<file path="src/rtl/interrupt_controller.sv">
// Multi-source interrupt front end: rising-edge capture into a pending register,
// mask filtering, fixed-priority arbitration and a single req/ack/EOI handshake.
module interrupt_controller #(
    parameter int NUM_SOURCES = 4,
    parameter int DATA_BITS   = 8,
    parameter int ID_BITS     = 2
) (
    input  logic                   clk,
    input  logic                   reset_n,
    input  logic [NUM_SOURCES-1:0] irq_src,
    input  logic                   mask_wr_en,
    input  logic [DATA_BITS-1:0]   mask_wr_data,
    input  logic                   eoi_wr_en,
    output logic                   int_req,
    input  logic                   int_ack,
    output logic [ID_BITS-1:0]     active_id,
    output logic                   active_valid,
    output logic [NUM_SOURCES-1:0] pending,
    output logic [NUM_SOURCES-1:0] mask
);

    typedef enum logic [1:0] {IDLE, REQ, SERVICE} state_t;

    state_t                 state;
    state_t                 state_next;
    logic [NUM_SOURCES-1:0] irq_prev;
    logic [NUM_SOURCES-1:0] edges;
    logic [NUM_SOURCES-1:0] eligible;
    logic [NUM_SOURCES-1:0] ack_clr;
    logic [ID_BITS-1:0]     winner;
    logic [ID_BITS-1:0]     id_next;

    generate
        if (DATA_BITS > NUM_SOURCES) begin : g_wide_data
            logic mask_data_unused;
            assign mask_data_unused = ^mask_wr_data[DATA_BITS-1:NUM_SOURCES];
        end
    endgenerate

    assign edges    = irq_src & ~irq_prev;
    assign eligible = pending & mask;

    // Scan from the top down so the lowest set index is the last one written.
    always_comb begin
        winner = '0;
        for (int i = NUM_SOURCES - 1; i >= 0; i--) begin
            if (eligible[i]) winner = ID_BITS'(i);
        end
    end

    always_comb begin
        state_next = state;
        id_next    = active_id;
        ack_clr    = '0;
        case (state)
            IDLE: begin
                if (eligible != '0) begin
                    state_next = REQ;
                    id_next    = winner;
                end
            end
            REQ: begin
                if (int_ack) begin
                    state_next = SERVICE;
                    for (int i = 0; i < NUM_SOURCES; i++) begin
                        if (active_id == ID_BITS'(i)) ack_clr[i] = 1'b1;
                    end
                end
            end
            SERVICE: begin
                if (eoi_wr_en) state_next = IDLE;
            end
            default: state_next = IDLE;
        endcase
    end

    always_ff @(posedge clk) begin
        if (!reset_n) state <= IDLE;
        else          state <= state_next;
    end

    // irq_prev resets high so a line already asserted at reset exit is not an event.
    always_ff @(posedge clk) begin
        if (!reset_n) begin
            irq_prev     <= '1;
            pending      <= '0;
            mask         <= '0;
            active_id    <= '0;
            int_req      <= 1'b0;
            active_valid <= 1'b0;
        end else begin
            irq_prev     <= irq_src;
            pending      <= (pending & ~ack_clr) | edges;
            if (mask_wr_en) mask <= mask_wr_data[NUM_SOURCES-1:0];
            active_id    <= id_next;
            int_req      <= (state_next == REQ);
            active_valid <= (state_next == SERVICE);
        end
    end

endmodule

</file>
<file path="config.mk">
export PLATFORM = sky130hd
export DESIGN_NAME = interrupt_controller
export DESIGN_NICKNAME = d
export VERILOG_FILES = /design/src/rtl/interrupt_controller.sv
export SDC_FILE = /design/constraint.sdc
export NUM_CORES = 1
export LEC_CHECK = 0
export CORE_ASPECT_RATIO = 0.9
export CORE_MARGIN = 3
export CORE_UTILIZATION = 30
export DETAILED_ROUTE_END_ITERATION = 8
export PLACE_DENSITY = 0.68
export SLEW_MARGIN = 40
export SYNTH_ARGS = -nofsm -noshare
export SYNTH_HDL_FRONTEND = slang
export SYNTH_SLANG_ARGS = --single-unit
</file>
<file path="constraint.sdc">
create_clock -name clk -period 1.3 [get_ports clk]
set_input_delay 0.13 -clock clk [delete_from_list [all_inputs] [get_ports clk]]
set_output_delay 0.13 -clock clk [all_outputs]
set_load 0.05 [all_outputs]
</file>
==> metrics.cfg, run 1 <==
[final_layout]
fin_nets = 115
area.growth.synth_to_final_pct = 59.6
drive_gt1_share_pct = 22.9
finalNonFillerCells = 123
multi_input_area_um2 = 328
fillers = 206
n_antenna_cell = 0
seq_area_um2 = 362
layout_common_cells = dfxtp_1 (17), clkdlybuf4s50_1 (12), buf_12 (12)
finish.instance_area_mm2 = 0.00114
mostFrequentLayoutCell = dfxtp_1

[global_routing]
gr-usage-met2_pct = 20.1
grt_usage_pct = 12.0
grt_use_met3_pct = 5.17
grt_first_pass_wirelength_um = 2730
busiest_layer = met2
grt_start_max_net_pins = 11
antenna_found_initial = 0
overflow = 0
grt_pass1_vias = 608
grtUsageMet1_pct = 13.8

[floorplanning]
coreArea_mm2 = 0.00222
initial_core_util_pct = 32.0
dieArea_mm2 = 0.00299
io_pins = 29
fp.dieH_um = 52.2
rows = 16
die_w_um = 57.4

[yosys]
synth.top_cell.area_share_pct = 50.6
yosysTopAreaCell = dfxtp_1
ys_seq_area_share_pct = 50.6
ys_ff_latch = 18
synth_nets = 86
yosysUniqueCellTypes = 27
synth_cells = 69
syn_area_per_cell_um2 = 10.3
netlist_area_um2 = 712
ys_top_cells_by_area = dfxtp_1 (51%), nand2b_1 (7.0%), mux2i_1 (5.6%), nor2b_1 (3.5%), o31a_1 (2.5%)
synth_warnings = 0

[flow_run]
drv_cap = 0

[clocking]
cts.hold.buffers_added = 0
cts.sinks = 18
ctsResizeCount = 0
cts_max_path_buffers = 2
cts_root_buf = clkbuf_4
numCtsBuffers = 3
clkTransAtPathRegs_ns = 0.10
cts_tree = yes
post-cts-setup-buffers = 0
clk_latency_ns = 0.29
htreeDepth = 1

[timing]
maxSlewHeadroom_pct = 79.4
fmax_mhz = 839
clock_skew_ns = 0.00730
final.setup.tns_ns = 0
timing.final.hold_violations = 0
post-route-period-util_pct = 91.7
period_minus_slack_ns = 1.19
setup_viol = 0
setup_slack_ns = 0.108
rsz0062_at_grt = false
tightest_slew_ns = 0.308
drv_slew = 0

[detailed_routing]
remaining_drc_errors = 0
vias = 609
antenna_left = 0
via_per_inst = 4.95
wl_um = 1560
drt-initial-drc-count = 20
drt_pass1_iterations = 4
wl_per_cell_um = 12.7

[min_path]
hold_class = in -> reg

[worst_setup_path]
crit_start = state[1]
crit_path_start_kind = register
worstPathArrival_ns = 1.40
cp_max_fo = 10
required_ns = 1.51
crit_path_end = active_id[0]
r2r-start = state[1]
crit_type = reg -> reg
reg2reg_slack_ns = 0.11
crit_path_end_kind = register
reg2reg_to = active_id[0]
worstRegToRegCells = 3

[power_and_ir_drop]
p_leak_nw = 0.436
powerDensity_mw_per_mm2 = 984
ir_worst_vdd_uv = 718
finalPower_mw = 1.12

[status]
status = completed

[placed_design]
portBuffers = 24
place_congestion = 0.713
dpl_cell_area_mm2 = 0.00111
dp_hpwl_um = 1250
place_inst = 120
place_ws_ns = 0.0331

state kept, by name, indices dropped and copies added, names as in the netlist:
signal        cells
active_valid      1
mask              4
pending           4
state             2
int_req           1
irq_prev          4
active_id         2
where the power goes:
part           internal, mW  switching [mW]
clock network         0.108           0.157
registers             0.578          0.0325
logic                 0.134           0.108
area by class of cell:
| type | count | share of cell area [%] |
|---|---|---|
| timing repair buffer | 27 | 33.7 |
| sequential | 18 | 31.8 |
| multi-input combinational | 46 | 28.9 |
| tap | 27 | 2.97 |
| clock buffer | 3 | 1.98 |
| inverter | 2 | 0.661 |
cells in the mapped netlist:
cell	number
a21boi_0	2
a22oi_1	1
nand4b_1	1
buf_4	1
nand2_1	4
buf_2	1
a21oi_1	1
a21boi_2	1
nor2_2	1
o21a_1	2
o41ai_1	2
a221oi_2	1
nor3_1	1
dfxtp_1	18
and3b_1	1
nor2_1	1
a31o_1	1
a21boi_1	2
nor3b_1	2
o21ai_0	3
clkbuf_1	1
nand2b_1	8
nor2b_1	4
o31a_1	2
inv_1	2
mux2i_1	4
o31ai_1	1
cells by family (layout without fill, tap and decap cells):
kind of cell           after synthesis  count (layout)  synth area share [%]
AND/OR/NAND/NOR                     23              23                  19.3
AO/OA/AOI/OAI                       19              19                  21.1
flip-flops                          18              18                  50.6
buffers and inverters                5              32                  3.34
multiplexers                         4               4                  5.62
worst min-delay path by stage:
stage                      startpoint           to  cells past startpoint
final                      irq_src[0]   pending[0]                      3
after floorplan               reset_n  irq_prev[0]                      1
after global placement    irq_prev[0]   pending[0]                      2
after CTS                  irq_src[0]   pending[0]                      3
after global routing       irq_src[0]  irq_prev[0]                      2
after detailed placement  irq_prev[0]   pending[0]                      2
through the flow:
step	utilization, %	hold slack [ns]
after floorplan	-	0.203
after global placement	50.1	0.472
after detailed placement	50.1	0.482
after CTS	51.1	0.409
after global routing	51.1	0.444
final	51.1	0.419
per-layer routing:
metal / up-vias / routed length, um / share of wire [%]
met2: 22 / 759 / 49
met5: - / 0 / 0
met4: 0 / 12 / 0.77
met3: 2 / 138 / 8.9
li1: 299 / - / -
met1: 286 / 645 / 41
critical path, stage by stage, from the launching register on:
cell and delay (ns):
dfxtp_1 0.51, nor2_2 0.09, a31o_1 0.24, a221oi_2 0.27
Power figures use the tool's default switching activity.
==> run 2, diff against run 1 <==
--- a/config.mk
+++ b/config.mk
@@ -9,6 +9,7 @@
 export CORE_MARGIN = 3
 export CORE_UTILIZATION = 30
 export DETAILED_ROUTE_END_ITERATION = 8
+export GPL_ROUTABILITY_DRIVEN = 0
 export PLACE_DENSITY = 0.68
 export SLEW_MARGIN = 40
 export SYNTH_ARGS = -nofsm -noshare
==> results of run 2 <==
Final layout, timing and power as in run 1 (identical DEF).
